--- config.mk ---
export PLATFORM = sky130hd
export DESIGN_NAME = reg_write_arbiter_flat
export DESIGN_NICKNAME = d
export VERILOG_FILES = /design/src/rtl/reg_write_arbiter_if.sv /design/src/rtl/reg_write_arbiter.sv /design/src/flat_wrapper.sv
export SDC_FILE = /design/constraint.sdc
export NUM_CORES = 1
export LEC_CHECK = 0
export CORE_ASPECT_RATIO = 0.6
export CORE_MARGIN = 5
export CORE_UTILIZATION = 35
export DETAILED_ROUTE_END_ITERATION = 8
export PLACE_DENSITY = 0.8
export SYNTH_ARGS = -nofsm -noshare
export SYNTH_HDL_FRONTEND = slang
export SYNTH_SLANG_ARGS = --single-unit
--- constraint.sdc ---
create_clock -name clk -period 2.7 [get_ports clk]
set_input_delay 0.54 -clock clk [delete_from_list [all_inputs] [get_ports clk]]
set_output_delay 0.54 -clock clk [all_outputs]
set_load 0.05 [all_outputs]
--- src/rtl/reg_write_arbiter_if.sv ---
// -----------------------------------------------------------------------------
// reg_write_arbiter_if
// Bundle of the requester handshake, clear control and reg_file write port
// signals that pass through reg_write_arbiter.
//   req_valid/req_addr/req_data : packed per-requester write requests
//   req_ready                   : one-hot accept back to the requesters
//   clr_start/clr_busy          : clear-sweep request and progress flag
//   wr_en/wr_addr/wr_data       : write port driving reg_file
// master = requester/consumer side, slave = the arbiter itself.
// -----------------------------------------------------------------------------
interface reg_write_arbiter_if #(
   parameter int NUM_REQ = 4,
   parameter int ADDR_W  = 2,
   parameter int DATA_W  = 8
);
   logic [NUM_REQ-1:0]        req_valid;
   logic [NUM_REQ*ADDR_W-1:0] req_addr;
   logic [NUM_REQ*DATA_W-1:0] req_data;
   logic [NUM_REQ-1:0]        req_ready;
   logic                      clr_start;
   logic                      clr_busy;
   logic                      wr_en;
   logic [ADDR_W-1:0]         wr_addr;
   logic [DATA_W-1:0]         wr_data;

   modport master (
      output req_valid, req_addr, req_data, clr_start,
      input  req_ready, clr_busy, wr_en, wr_addr, wr_data
   );

   modport slave (
      input  req_valid, req_addr, req_data, clr_start,
      output req_ready, clr_busy, wr_en, wr_addr, wr_data
   );
endinterface

--- src/rtl/reg_write_arbiter.sv ---
// -----------------------------------------------------------------------------
// reg_write_arbiter
// Round-robin arbiter sharing the single reg_file write port among NUM_REQ
// requesters, with a built-in sequencer that sweeps zeros into every register.
//   clk : system clock, rising edge
//   rst : asynchronous active-low reset
//   bus : reg_write_arbiter_if.slave (requests, ready, clear, write port)
// req_ready is combinational; clr_busy and the write port are registered.
// -----------------------------------------------------------------------------
module reg_write_arbiter #(
   parameter int NUM_REQ = 4,
   parameter int ADDR_W  = 2,
   parameter int DATA_W  = 8
) (
   input  logic                clk,
   input  logic                rst,
   reg_write_arbiter_if.slave  bus
);
   localparam int PTR_W    = (NUM_REQ > 1) ? $clog2(NUM_REQ) : 1;
   localparam int NUM_REGS = 2**ADDR_W;

   typedef enum logic {IDLE, CLEAR} state_t;

   state_t              state_q;
   logic [PTR_W-1:0]    rr_ptr_q;
   logic [ADDR_W-1:0]   clr_cnt_q;
   logic                wr_en_q;
   logic [ADDR_W-1:0]   wr_addr_q;
   logic [DATA_W-1:0]   wr_data_q;
   logic                clr_busy_q;

   logic                grant_vld;
   logic [PTR_W-1:0]    grant_idx;
   logic [PTR_W:0]      cand;
   logic [PTR_W-1:0]    next_ptr;
   logic [ADDR_W-1:0]   win_addr;
   logic [DATA_W-1:0]   win_data;
   logic                grant_ok;
   logic                accept;

   // Scan from the farthest candidate back to rr_ptr so the last hit (the
   // first valid at or after rr_ptr, wrapping) is the one that sticks.
   always_comb begin
      grant_vld = 1'b0;
      grant_idx = '0;
      cand      = '0;
      for (int k = NUM_REQ-1; k >= 0; k--) begin
         cand = {1'b0, rr_ptr_q} + (PTR_W+1)'(k);
         if (cand >= (PTR_W+1)'(NUM_REQ)) begin
            cand = cand - (PTR_W+1)'(NUM_REQ);
         end
         if (bus.req_valid[cand[PTR_W-1:0]]) begin
            grant_vld = 1'b1;
            grant_idx = cand[PTR_W-1:0];
         end
      end
   end

   always_comb begin
      win_addr = '0;
      win_data = '0;
      for (int i = 0; i < NUM_REQ; i++) begin
         if (grant_idx == PTR_W'(i)) begin
            win_addr = bus.req_addr[i*ADDR_W +: ADDR_W];
            win_data = bus.req_data[i*DATA_W +: DATA_W];
         end
      end
   end

   assign next_ptr = (grant_idx == PTR_W'(NUM_REQ-1)) ? '0 : grant_idx + PTR_W'(1);

   // A pending clear outranks every requester; ready is also forced low
   // while reset is held so nothing is handed a false accept.
   assign grant_ok      = rst && (state_q == IDLE) && !bus.clr_start && grant_vld;
   assign bus.req_ready = grant_ok ? (NUM_REQ'(1) << grant_idx) : '0;
   assign accept        = |(bus.req_valid & bus.req_ready);

   always_ff @(posedge clk or negedge rst) begin
      if (!rst) begin
         state_q    <= IDLE;
         rr_ptr_q   <= '0;
         clr_cnt_q  <= '0;
         wr_en_q    <= 1'b0;
         wr_addr_q  <= '0;
         wr_data_q  <= '0;
         clr_busy_q <= 1'b0;
      end else begin
         case (state_q)
            IDLE: begin
               // Any cycle spent in IDLE ends the busy window, so busy covers
               // exactly the final clear write issued on the CLEAR->IDLE edge.
               clr_busy_q <= 1'b0;
               if (bus.clr_start) begin
                  state_q    <= CLEAR;
                  clr_cnt_q  <= '0;
                  clr_busy_q <= 1'b1;
                  wr_en_q    <= 1'b0;
               end else if (accept) begin
                  wr_en_q   <= 1'b1;
                  wr_addr_q <= win_addr;
                  wr_data_q <= win_data;
                  rr_ptr_q  <= next_ptr;
               end else begin
                  wr_en_q <= 1'b0;
               end
            end
            CLEAR: begin
               wr_en_q   <= 1'b1;
               wr_addr_q <= clr_cnt_q;
               wr_data_q <= '0;
               clr_cnt_q <= clr_cnt_q + ADDR_W'(1);
               if (clr_cnt_q == ADDR_W'(NUM_REGS-1)) begin
                  state_q <= IDLE;
               end
            end
            default: begin
               state_q <= IDLE;
               wr_en_q <= 1'b0;
            end
         endcase
      end
   end

   assign bus.wr_en    = wr_en_q;
   assign bus.wr_addr  = wr_addr_q;
   assign bus.wr_data  = wr_data_q;
   assign bus.clr_busy = clr_busy_q;
endmodule

--- src/flat_wrapper.sv ---
// flat-port wrapper written by rule: the top's interface ports become plain ports
module reg_write_arbiter_flat 
#(
   parameter int NUM_REQ = 4,
   parameter int ADDR_W  = 2,
   parameter int DATA_W  = 8
)
  (clk, rst, bus_req_valid, bus_req_addr, bus_req_data, bus_clr_start, bus_req_ready, bus_clr_busy, bus_wr_en, bus_wr_addr, bus_wr_data);
  reg_write_arbiter_if #(.NUM_REQ(NUM_REQ), .ADDR_W(ADDR_W), .DATA_W(DATA_W)) bus_i ();
  input  logic clk;
  input  logic rst;
  input wire logic [$bits(bus_i.req_valid)-1:0] bus_req_valid;
  input wire logic [$bits(bus_i.req_addr)-1:0] bus_req_addr;
  input wire logic [$bits(bus_i.req_data)-1:0] bus_req_data;
  input wire logic [$bits(bus_i.clr_start)-1:0] bus_clr_start;
  output wire logic [$bits(bus_i.req_ready)-1:0] bus_req_ready;
  output wire logic [$bits(bus_i.clr_busy)-1:0] bus_clr_busy;
  output wire logic [$bits(bus_i.wr_en)-1:0] bus_wr_en;
  output wire logic [$bits(bus_i.wr_addr)-1:0] bus_wr_addr;
  output wire logic [$bits(bus_i.wr_data)-1:0] bus_wr_data;
  assign bus_i.req_valid = bus_req_valid;
  assign bus_i.req_addr = bus_req_addr;
  assign bus_i.req_data = bus_req_data;
  assign bus_i.clr_start = bus_clr_start;
  assign bus_req_ready = bus_i.req_ready;
  assign bus_clr_busy = bus_i.clr_busy;
  assign bus_wr_en = bus_i.wr_en;
  assign bus_wr_addr = bus_i.wr_addr;
  assign bus_wr_data = bus_i.wr_data;
  reg_write_arbiter #(.NUM_REQ(NUM_REQ), .ADDR_W(ADDR_W), .DATA_W(DATA_W)) u_core (.clk(clk), .rst(rst), .bus(bus_i));
endmodule
* Yosys cells after proc, flatten, opt, wreduce, memory -nomap -nowiden
Cells that the tools add are included.
** Word-level totals
- Bits in read-only memories :: 0
- Output and inout port bits :: 16
- Flip-flop bits (word level) :: 17
- Latch bits :: 0
- Memory bits (writable) :: 0
- Bits of input ports :: 47
- Memories kept :: 0
- Word-level logic and storage cells :: 87
** Operators by class
- Mux-type cells :: 44
- Multiply operators :: 0
- Magnitude comparators :: 8
- Eq/ne operators :: 7
- Reductions and logical operators :: 8
- Divide/modulo/power cells :: 0
- Bitwise logic cells :: 3
- Add/sub/neg operators :: 9
- Shifts and indexed selects :: 1
** Operator list (count)
- 8-bit two-way mux :: 6
- 2-bit two-way mux :: 16
- 8-bit case mux with 2 select lines :: 1
- 2-bit by 3-bit less-than comparator with 1-bit output, second input constant :: 4
- 1-bit two-way mux :: 12
- 3-bit greater-or-equal comparator, second input constant :: 3
- 1-bit binary-select mux with 2-bit select :: 4
- 2-bit case mux with 2 select lines :: 2
- 2-bit by 1-bit subtractor with 2-bit output, second input constant :: 4
- 2-bit by 2-bit adder with 3-bit output, second input constant :: 2
- 2-bit == test, second input constant :: 3
- 2-bit by 1-bit adder with 2-bit output, second input constant :: 2
- 4-bit bitwise AND :: 1
- 4-bit two-way mux :: 1
- 2-bit inequality test, second input constant :: 2
- 1-bit case mux with 2 select lines :: 2
- 4-bit OR reduction :: 1
- 1-bit by 2-bit left shift with 4-bit output, first input constant :: 1
- 2-bit by 1-bit adder with 3-bit output, second input constant :: 1
- 2-bit by 3-bit greater-or-equal comparator with 1-bit output, second input constant :: 1
- 1-bit logical AND :: 3
- 3-bit AND reduction :: 1
- 2-bit by 1-bit == test with 1-bit output, second input constant :: 1
- 2-bit zero test :: 1
- other kinds (4) :: 5

* Logic depth before layout (Yosys ltp)
Gate-level depths: netlist of run 1.
- Depth after elaboration :: 17
- Mapped depth :: 10
- Mapped depth without buffers :: 9

* Least setup slack after synthesis of run 1
OpenSTA, ideal clock, no wires.
- Kind :: input-to-output
- Start point :: input bus_req_valid[0]
- End point :: output bus_req_ready[2]
- Arrival :: 2.077 ns
- Path buffers :: 2
- Required time :: 2.160 ns
- Path slack :: 0.083 ns
- Stages :: 7
- Cells stage by stage :: a21oi_1 o21a_1 o22a_1 ha_1 buf_2 buf_1 and2_1
** On the way
- Word-level cells in the longest chain between the ends :: 8
- Elaborated cells between the ends (all ways) :: 19
- Those cells by class :: shift: 1; mux: 17; reduce/logical: 1
** Ends and longest elaborated chain
- start, declared :: RTL line flat_wrapper.sv:12 : input wire logic [$bits(bus_i.req_valid)-1:0] bus_req_valid;
- 1-bit binary-select mux with 2-bit select :: RTL line reg_write_arbiter.sv:52 : if (bus.req_valid[cand[PTR_W-1:0]]) begin
- 1-bit two-way mux (not written as such) :: RTL line reg_write_arbiter.sv:52
- 2-bit two-way mux or 1-bit two-way mux (tied branches) (4 in a row) :: RTL line reg_write_arbiter.sv:52
- 1-bit by 2-bit left shift with 4-bit output or 1-bit logical AND (tied branches) :: RTL line reg_write_arbiter.sv:75, reg_write_arbiter.sv:74
- 4-bit two-way mux * :: RTL line reg_write_arbiter.sv:75 : assign bus.req_ready = grant_ok ? (NUM_REQ'(1) << grant_idx) : '0;
- end, declared :: RTL line flat_wrapper.sv:16 : output wire logic [$bits(bus_i.req_ready)-1:0] bus_req_ready;
Every way passes the cells marked *; elsewhere a longest branch is shown, timed or not. The select of a mux whose other input is x is not followed.

* Final worst setup path of run 1
- Start point :: input bus_req_valid[3]
- End point :: output bus_req_ready[0]
The elaborated chain is that of the path after synthesis.

==> flow_summary.ini, run 1 <==
[status]
status = finished, final reports clean

[final_layout]
drive_gt1_share_pct = 20.1
multiInputGateArea_um2 = 733
fill_cells = 288
instances_no_fill = 274
syn2layout_area_growth_pct = 75.8
antenna_cells = 0
seqCellArea_um2 = 425
design_area_um2 = 2170
final_nets = 282

[logic_synthesis]
synth-xor-area-share_pct = 0
ys_seq_area_share_pct = 34.5
synth_top_family_by_area = compound AO/OA/AOI/OAI gates
synth_seq_cells = 17
ys_types = 31
syn_nets = 201
postSynthAreaPerCell_um2 = 8.28
synthAdderAreaFrac_pct = 5.07
synthArstFlopShare_pct = 100
synthSimpleGateAreaFrac_pct = 13.0
yosysWarnings = 0
synth_ff_type = dfrtp_1
syn-cell-area_um2 = 1230
synth-compound-area-share_pct = 28.4
synth_mux_area_share_pct = 9.43
synth_cells = 149
synth_edf_count = 0

[clock_network]
clock_latency_ps = 250
clockRootBuffer = clkbuf_8
htree_num_levels = 1
cts_buffers = 3
clock-sinks = 17
clk_pin_slew_ps = 60
cts_buffer_depth = 2
tritoncts = done
holdBufCountCts = 0

[placed_design]
placed_cells = 267
dp_hpwl_mm = 3.16
place_congestion = 0.797
portBuffers = 62
placed_cell_area_um2 = 2060

[routing]
routed-wl-met3_um = 299
wl_met2_mm = 1.73
drt-total-wl_mm = 4.02
vias = 1356
route.antenna.remaining_nets = 0
drtIter0Drc = 37
dr.max_layer_used = met4
wl_met1_mm = 1.98
vias_per_cell = 4.95
wire_per_inst_um = 14.7
drc = 0
dr.pass1.iters = 4

[die]
rows = 16
ios = 63
dieArea_um2 = 4850
die_w_um = 86.6
die_h_um = 56.0
start_util_pct = 37.1
coreArea_um2 = 3320

[worst_setup_path]
crit_fanout = 4
crit_path_top_delay_cell = clkdlybuf4s50_1
critPathBufInv = 4
cp_slowest_stage_delay_ps = 480
path_delay_family = buffers and inverters
crit_required_ps = 2160
crit_chain = clkdlybuf4s50_1 -> inv_1 -> a221oi_2 -> o22ai_2 -> buf_4 -> ha_2 -> and2_1 -> buf_12
criticalPathCategory = input pin to output port
end_kind = output port
critPathArrivalTime_ps = 2120
critPathLaunchType = input pin

[power]
p_int_uw = 1010
power_leakage_uw = 0.000950
clkPwrFrac_pct = 10.3
peakVddDrop_mv = 0.518
comb_power_share_pct = 67.6
power.switching_uw = 827
power_frac_seq_pct = 22.1
switching_share_pct = 45.0
power_density_nw_per_um2 = 847

[grt]
grt_pass1_wl_mm = 6.69
grt-ovfl-total = 0
grt_antenna_before_repair = 0
grt_pass1_vias = 1415
grtUsageTotal_pct = 17.1
grt_max_degree = 18

[sta]
final.period_utilization_pct = 98.4
setup_viol = 0
fin_crit_ps = 2660
max_freq_mhz = 376
finalHoldViolCount = 0
drv_slew = 0
fin_skew_ps = 2.78
max-slew-margin-rel_pct = 64.8
rsz0062_at_grt = true
tightest_slew_ps = 527
hold_ws_ps = 493

[run]
maxCapViolCount = 0

[hold_path]
min-delay-path-class = flip-flop to flip-flop
[power by group through the flow]
stage,registers [µW],logic [µW],clock network [µW]
after floorplan,554,587,0
after global placement,406,1140,0
after detailed placement,407,1170,0
after CTS,405,1210,195
after global routing,416,1360,205
final,406,1240,189
[per-layer routing]
metal,track usage (%),vias to the layer above
li1,-,682
met1,23.1,621
met2,27.2,51
met3,5.47,2
met4,2.44,0
met5,0,-
[final cells by class]
cell class	instances	share of cell area [%]
Tap cell	45	2.60
Sequential cell	17	19.6
Clock buffer	4	2.08
Multi-Input combinational cell	103	33.8
Inverter	20	3.46
Timing Repair Buffer	85	38.4
[timing repair]
action	4_1_cts	5_1_grt
gates cloned	0	0
gates resized for setup	13	2
endpoints found under the setup margin	5	5
pin swaps	2	2
buffers inserted	1	2
[cell usage after synthesis, types with 2 or more instances]
cell / number / share of area [%]
a21oi_1: 21 / 8.5
a221oi_1: 3 / 2.1
a22oi_1: 9 / 5.5
and2_1: 4 / 2.0
buf_2: 2 / 0.81
clkbuf_1: 5 / 1.5
dfrtp_1: 17 / 34
ha_1: 5 / 5.1
inv_1: 20 / 6.1
mux2i_1: 9 / 7.3
nand2_1: 23 / 7.0
nand3b_1: 2 / 1.2
o21ai_0: 10 / 4.1
o22ai_1: 2 / 1.0
[worst min-delay path: stages, from the launching register on]
cell and delay [ps]:
dfrtp_1 350, nand2_1 50, nand2_1 60
[final timing paths]
| path | from | end | slack [ps] | cells past startpoint |
|---|---|---|---|---|
| setup / recovery | bus_req_valid[3] | bus_req_ready[0] | 40 | 8 |
| hold / removal | u_core.bus.clr_busy | u_core.bus.clr_busy | 490 | 2 |
| setup reg to reg | u_core.rr_ptr_q[1] | u_core.bus.wr_addr[0] | 370 | 11 |
| hold reg to reg | u_core.bus.clr_busy | u_core.bus.clr_busy | 490 | 2 |
| max in group asynchronous | rst | u_core.rr_ptr_q[0] | 1860 | 2 |
| min in group asynchronous | rst | u_core.bus.wr_data[1] | 650 | 2 |
[metrics by stage]
step / power, µW / utilization, % / TNS (ps) / setup WS [ps]
detailed placement: 1580 / 61.9 / -3040 / -241
global route: 1980 / 65.2 / -101 / -32.1
finish: 1840 / 65.2 / 0 / 43.3
floorplan: 1140 / - / 0 / 83.2
CTS: 1810 / 64.4 / 0 / 16.2
global placement: 1550 / 61.9 / -1840 / -154
[cell families after synthesis]
kind of cell | Yosys count
DFF | 17
muxes | 11
adders and majority gates | 5
buffers and inverters | 29
and+or+nand+nor | 34
AOI/OAI and AO/OA | 53
[flip-flops by register name, summed over array words and instances, names as in the netlist]
register,flops
u_core.bus.wr_data,8
u_core.bus.wr_addr,2
u_core.clr_cnt_q,2
u_core.rr_ptr_q,2
u_core.bus.clr_busy,1
u_core.bus.wr_en,1
u_core.state_q,1
[cell usage in the layout, fill, tap and decap left out, types with 3 or more instances in the layout]
master and n:
a21oi_1 21, a22oi_1 9, buf_12 4, buf_4 22
clkbuf_8 3, clkdlybuf4s50_1 55, dfrtp_1 17, dlygate4sd2_1 3
ha_2 3, inv_1 19, mux2i_1 9, nand2_1 23
o21ai_0 10
No activity file was read; power rests on OpenSTA's default activity.
==> inputs of run 2 (changes only) <==
--- a/config.mk
+++ b/config.mk
@@ -5,11 +5,13 @@
 export SDC_FILE = /design/constraint.sdc
 export NUM_CORES = 1
 export LEC_CHECK = 0
+export ABC_AREA = 1
+export CAP_MARGIN = 20
 export CORE_ASPECT_RATIO = 0.6
 export CORE_MARGIN = 5
-export CORE_UTILIZATION = 35
+export CORE_UTILIZATION = 40
 export DETAILED_ROUTE_END_ITERATION = 8
-export PLACE_DENSITY = 0.8
+export PLACE_DENSITY = 0.87
 export SYNTH_ARGS = -nofsm -noshare
 export SYNTH_HDL_FRONTEND = slang
 export SYNTH_SLANG_ARGS = --single-unit
==> run 2 against run 1 <==
Compared with the run above: the flow now finishes with violations (setup timing); via count up 24%; setup slack worse by 120 ps; non-clock buffer count up 4; register-to-register slack worse by 380 ps; area after synthesis up 5.9%; worst hold slack better by 8.1 ps; clock-buffer cell count unchanged; sequential power up 5.9%; routed wire length up 29%.
==> flow_summary.ini, run 2 <==
[status]
status = finished with violations
violations = setup timing

[logic_synthesis]
yosysTopAreaCell = dfrtp_1
synthTopCellsByCount = nand2_1, nor2_1, dfrtp_1, nand3_1, nand2_2
synth_seq_cells = 17
synthTopCellsByArea = dfrtp_1, nand2_1, nor2_1
ys_types = 23
syn-cell-area_um2 = 1310
synth_cells = 192
synth.top_cell.area_share_pct = 32.6
synthArstFlopShare_pct = 100
synth_ff_type = dfrtp_1
yosysWarnings = 0
ys_seq_area_share_pct = 32.6
synth.most_common_cell = nand2_1
syn_nets = 244
synth_edf_count = 0
postSynthAreaPerCell_um2 = 6.80

[clock_network]
cts_buffers = 3
clk_pin_slew_ps = 60
holdBufCountCts = 0
htree_num_levels = 1
clock-sinks = 17
tritoncts = done
clockRootBuffer = clkbuf_8
clock_latency_ps = 250
cts_buffer_depth = 2

[worst_setup_path]
crit_path_top_delay_cell = dfrtp_2
criticalPathCategory = flip-flop to output port
end_kind = output port
cp_slowest_stage_delay_ps = 470
critPathArrivalTime_ps = 2240
r2r-start = u_core.rr_ptr_q[0]
r2r-end = u_core.bus.wr_addr[0]
critPathBufInv = 4
rrSetupSlack_ps = -10
startpoint = u_core.rr_ptr_q[0]
crit_required_ps = 2160
cp_num_cells = 14
cp_common_cell = nand2_1
crit_end = bus_req_ready[2]
crit_fanout = 8
rr_worst_depth = 20
critPathLaunchType = flip-flop
crit_chain = clkinv_4 -> nand2_1 -> nand2_1 -> nand2_2 -> nand3_1 -> nand3_1 -> nand2_1 -> nand2_1 -> nand2_2 -> inv_2 -> ha_4 -> inv_1 -> nor2_2 -> buf_12
path_delay_family = simple AND/OR/NAND/NOR gates

[final_layout]
layout_common_cells = nand2_1, clkdlybuf4s50_1, buf_4
antenna_cells = 0
instances_no_fill = 322
fin_util_pct = 74.0
final_nets = 330
final_common_cell = nand2_1
syn2layout_area_growth_pct = 81.5
drive_gt1_share_pct = 27.4
largest_reg_flops = 8

[grt]
grt_antenna_before_repair = 0
grt_max_degree = 18
grt-ovfl-total = 0
grt_pass1_wl_mm = 7.18
grt_pass1_vias = 1462
grtUsageTotal_pct = 20.1

[die]
die_h_um = 54.3
start_util_pct = 40.8
die_w_um = 83.8
coreArea_um2 = 3200
dieArea_um2 = 4550
rows = 16
ios = 63

[sta]
setup_viol = 4
rsz0062_at_grt = true
fin_skew_ps = 3.15
finalHoldViolCount = 0
fin_crit_ps = 2780
final.period_utilization_pct = 103
final.setup.tns_ps = -224
tightest_slew_ps = 509
max_freq_mhz = 360
drv_slew = 0
max-slew-margin-rel_pct = 66.0
fin_ws_ps = -78.5
hold_ws_ps = 501

[routing]
wire_per_inst_um = 16.1
drc = 0
dr.pass1.iters = 4
vias_per_cell = 5.22
route.antenna.remaining_nets = 0
vias = 1680
drtIter0Drc = 81
drt-total-wl_mm = 5.19

[placed_design]
portBuffers = 62
placed_cells = 313
pre_cts_slack_ps = -433
dp_hpwl_mm = 3.70
place_congestion = 0.834

[hold_path]
min_path_cells = 2
min-delay-path-class = flip-flop to flip-flop

[power]
peakVddDrop_mv = 0.944
power_leakage_uw = 0.00108
power_density_nw_per_um2 = 1430

[run]
maxCapViolCount = 0
==> run 2: cell count changes after synthesis, sizes merged, moves of 6 or more <==
| cell | before | now |
|---|---|---|
| nand2 | 23 | 78 |
| nor2 | 2 | 20 |
| a21oi | 21 | 8 |
| nand3 | 0 | 13 |
| mux2i | 9 | 0 |
| a22oi | 10 | 2 |
| inv | 20 | 12 |
| a22o | 1 | 7 |
==> run 2: report_power, final <==
| part | switching (µW) | leakage, µW | internal [µW] | total, µW |
|---|---|---|---|---|
| clock | 80.8 | 0.0000228 | 105 | 185 |
| sequential | 88.3 | 0.000214 | 342 | 430 |
| combinational | 1600 | 0.000839 | 1170 | 2770 |
==> run 2: worst min-delay path, cell delays in order, from the launching register on <==
cell and delay [ps]:
dfrtp_1 340, nand3_1 80, nand2_1 50
==> run 2: cells by family after synthesis <==
| kind of cell | Yosys count | synth area share (%) |
|---|---|---|
| compound gates | 35 | 17.0 |
| fa+ha+maj | 5 | 4.79 |
| buf+inv | 20 | 7.18 |
| flops | 17 | 32.6 |
| simple gates | 115 | 38.5 |
==> run 2: layout make-up <==
cell class	instances	area (µm²)
fillers	243	832
clock buffers	4	45.0
well taps	45	56.3
repair buffers	89	873
inverters	12	55.1
multi-input cells	155	913
flip-flops and latches	17	428
==> run 2: worst min path at each step <==
stage | from | end | slack (ps)
CTS | u_core.bus.wr_data[1] | u_core.bus.wr_data[1] | 500
finish | u_core.bus.wr_data[1] | u_core.bus.wr_data[1] | 500
floorplan | rst | u_core.bus.clr_busy | 240
global route | u_core.bus.wr_data[2] | u_core.bus.wr_data[2] | 540
global placement | u_core.bus.clr_busy | u_core.bus.clr_busy | 480
detailed placement | u_core.bus.wr_data[1] | u_core.bus.wr_data[1] | 490
==> run 2: metrics by stage <==
step | cell area (µm²) | power (µW)
2_1_floorplan | 1320 | 1800
3_3_place_gp | 2160 | 2590
3_5_place_dp | 2160 | 2650
4_1_cts | 2260 | 2940
5_1_grt | 2370 | 3570
6_report | 2370 | 3390
==> run 2: timing repair <==
action | 4_1_cts | 5_1_grt
endpoints found under the setup margin | 16 | 16
gates resized for setup | 12 | 30
setup buffers | 4 | 1
pin swaps | 5 | 6
==> run 2: layer usage <==
metal	track usage (%)	vias up	part of all wire [%]	routed length (µm)
met4	5.61	0	2.4	124
met2	30.9	79	45	2330
met5	0	-	0	0
li1	-	807	-	-
met3	3.61	13	8.2	426
met1	29.3	781	44	2310
==> inputs of run 3 (changes only) <==
--- a/config.mk
+++ b/config.mk
@@ -11,7 +11,9 @@
 export CORE_MARGIN = 5
 export CORE_UTILIZATION = 40
 export DETAILED_ROUTE_END_ITERATION = 8
+export MAX_ROUTING_LAYER = met4
 export PLACE_DENSITY = 0.87
+export SLEW_MARGIN = 20
 export SYNTH_ARGS = -nofsm -noshare
 export SYNTH_HDL_FRONTEND = slang
 export SYNTH_SLANG_ARGS = --single-unit
==> run 3 against run 2 <==
Compared with the run above: the run still ends with setup timing left; cell count unchanged; critical endpoint unchanged; setup slack got worse by 15 ps; fmax decreased by 0.52%; critical path depth unchanged; register-to-register slack about the same; sequential cell count unchanged; clock power about the same.
==> flow_summary.ini, run 3 (synthesis results as in run 2) <==
[sta]
fin_crit_ps = 2790
final.period_utilization_pct = 103
setup_viol = 4
final.setup.tns_ps = -280
max-slew-margin-rel_pct = 66.0
tightest_slew_ps = 508
finalHoldViolCount = 0
max_freq_mhz = 358
hold_ws_ps = 501
rsz0062_at_grt = true
fin_skew_ps = 3.36
fin_ws_ps = -93.1
drv_slew = 0

[grt]
grt_pass1_wl_mm = 7.18
grt_pass1_vias = 1462
grt_use_met2_pct = 30.9
grt_max_degree = 18
grtUsageTotal_pct = 20.8
gr-usage-met3_pct = 3.31
use_met1_pct = 29.5
grt-ovfl-total = 0
grt_antenna_before_repair = 0
busiest_layer = met2

[die]
ios = 63
coreArea_um2 = 3200
die_w_um = 83.8
rows = 16
dieArea_um2 = 4550
die_h_um = 54.3
start_util_pct = 40.8

[hold_path]
min-delay-path-class = flip-flop to flip-flop

[worst_setup_path]
criticalPathCategory = flip-flop to output port
r2r-end = u_core.bus.wr_addr[0]
startpoint = u_core.rr_ptr_q[0]
rr_worst_depth = 20
rrSetupSlack_ps = -20
r2r-start = u_core.rr_ptr_q[0]
crit_fanout = 8
end_kind = output port
crit_required_ps = 2160
critPathArrivalTime_ps = 2250
critPathLaunchType = flip-flop
crit_end = bus_req_ready[2]

[final_layout]
fill_cells = 243
multiInputGateArea_um2 = 913
layout_common_cells = nand2_1, clkdlybuf4s50_1, buf_4
final_nets = 330
antenna_cells = 0
seqCellArea_um2 = 428
largest_reg_flops = 8
syn2layout_area_growth_pct = 81.5
drive_gt1_share_pct = 27.4
final_common_cell = nand2_1

[placed_design]
place_congestion = 0.847
dp_hpwl_mm = 3.70
portBuffers = 62

[power]
power_leakage_uw = 0.00108
power_density_nw_per_um2 = 1430
peakVddDrop_mv = 0.947

[clock_network]
cts_buffers = 3
htree_num_levels = 1
clk_pin_slew_ps = 60
cts_buffer_depth = 2
clock_latency_ps = 250
holdBufCountCts = 0
tritoncts = done
clock-sinks = 17
clockRootBuffer = clkbuf_8

[status]
violations = setup timing
status = finished with violations

[routing]
vias = 1706
dr.pass1.iters = 4
drtIter0Drc = 86
drc = 0
drt-total-wl_mm = 5.18
wire_per_inst_um = 16.1
vias_per_cell = 5.30
route.antenna.remaining_nets = 0

[run]
maxCapViolCount = 0
==> run 3: cell counts in the layout (fill, tap and decap cells not counted) <==
Identical to the previous run, type by type.
==> run 3: metal layers <==
metal,share of wire (%),wire (µm)
met3,7.9,408
met4,2.5,132
met1,45,2310
met5,0,0
met2,45,2330
==> run 3: worst max-delay path, cell delays in order, from the launching register on <==
cell and delay, ps:
dfrtp_2 480, clkinv_4 130, nand2_1 80, nand2_1 110
nand2_2 120, nand3_1 100, nand3_1 110, nand2_1 70
nand2_1 90, nand2_2 100, inv_2 120, ha_4 150
inv_1 50, nor2_2 120, buf_12 150
==> run 3: timing repair <==
| action | in CTS | in global routing |
|---|---|---|
| gates resized for setup | 12 | 30 |
| pin swaps | 5 | 6 |
| setup buffers | 4 | 1 |
| setup endpoints to repair | 16 | 16 |
==> run 3: worst min path at each step <==
stage / to / slack [ps] / startpoint / cells after the start
after global routing: u_core.bus.wr_data[2] / 540 / u_core.bus.wr_data[2] / 2
after detailed placement: u_core.bus.wr_data[1] / 490 / u_core.bus.wr_data[1] / 2
after CTS: u_core.bus.wr_data[1] / 500 / u_core.bus.wr_data[1] / 2
after floorplan: u_core.bus.clr_busy / 240 / rst / 0
final: u_core.bus.wr_data[1] / 500 / u_core.bus.wr_data[1] / 2
after global placement: u_core.bus.clr_busy / 480 / u_core.bus.clr_busy / 2
==> run 3: metrics by stage <==
stage | setup slack (ps) | cell area [µm²] | cells | power [µW] | utilization [%]
after floorplan | -64.8 | 1320 | 192 | 1800 | -
after global placement | -307 | 2160 | 313 | 2590 | 67.4
after detailed placement | -433 | 2160 | 313 | 2650 | 67.4
after CTS | -37.1 | 2260 | 321 | 2940 | 70.5
after global routing | -207 | 2370 | 322 | 3570 | 74.0
final | -93.1 | 2370 | 322 | 3380 | 74.0
==> run 3: final cells by class <==
| type | instances | area share [%] |
|---|---|---|
| flip-flops and latches | 17 | 18.0 |
| repair buffers | 89 | 36.8 |
| clock buffers | 4 | 1.90 |
| inverters | 12 | 2.32 |
| well taps | 45 | 2.37 |
| multi-input cells | 155 | 38.5 |
==> run 3: report_power, final <==
group	internal [µW]	leakage (µW)	switching (µW)
Sequential	342	0.000214	88.4
Combinational	1170	0.000839	1590
Clock	105	0.0000228	80.9
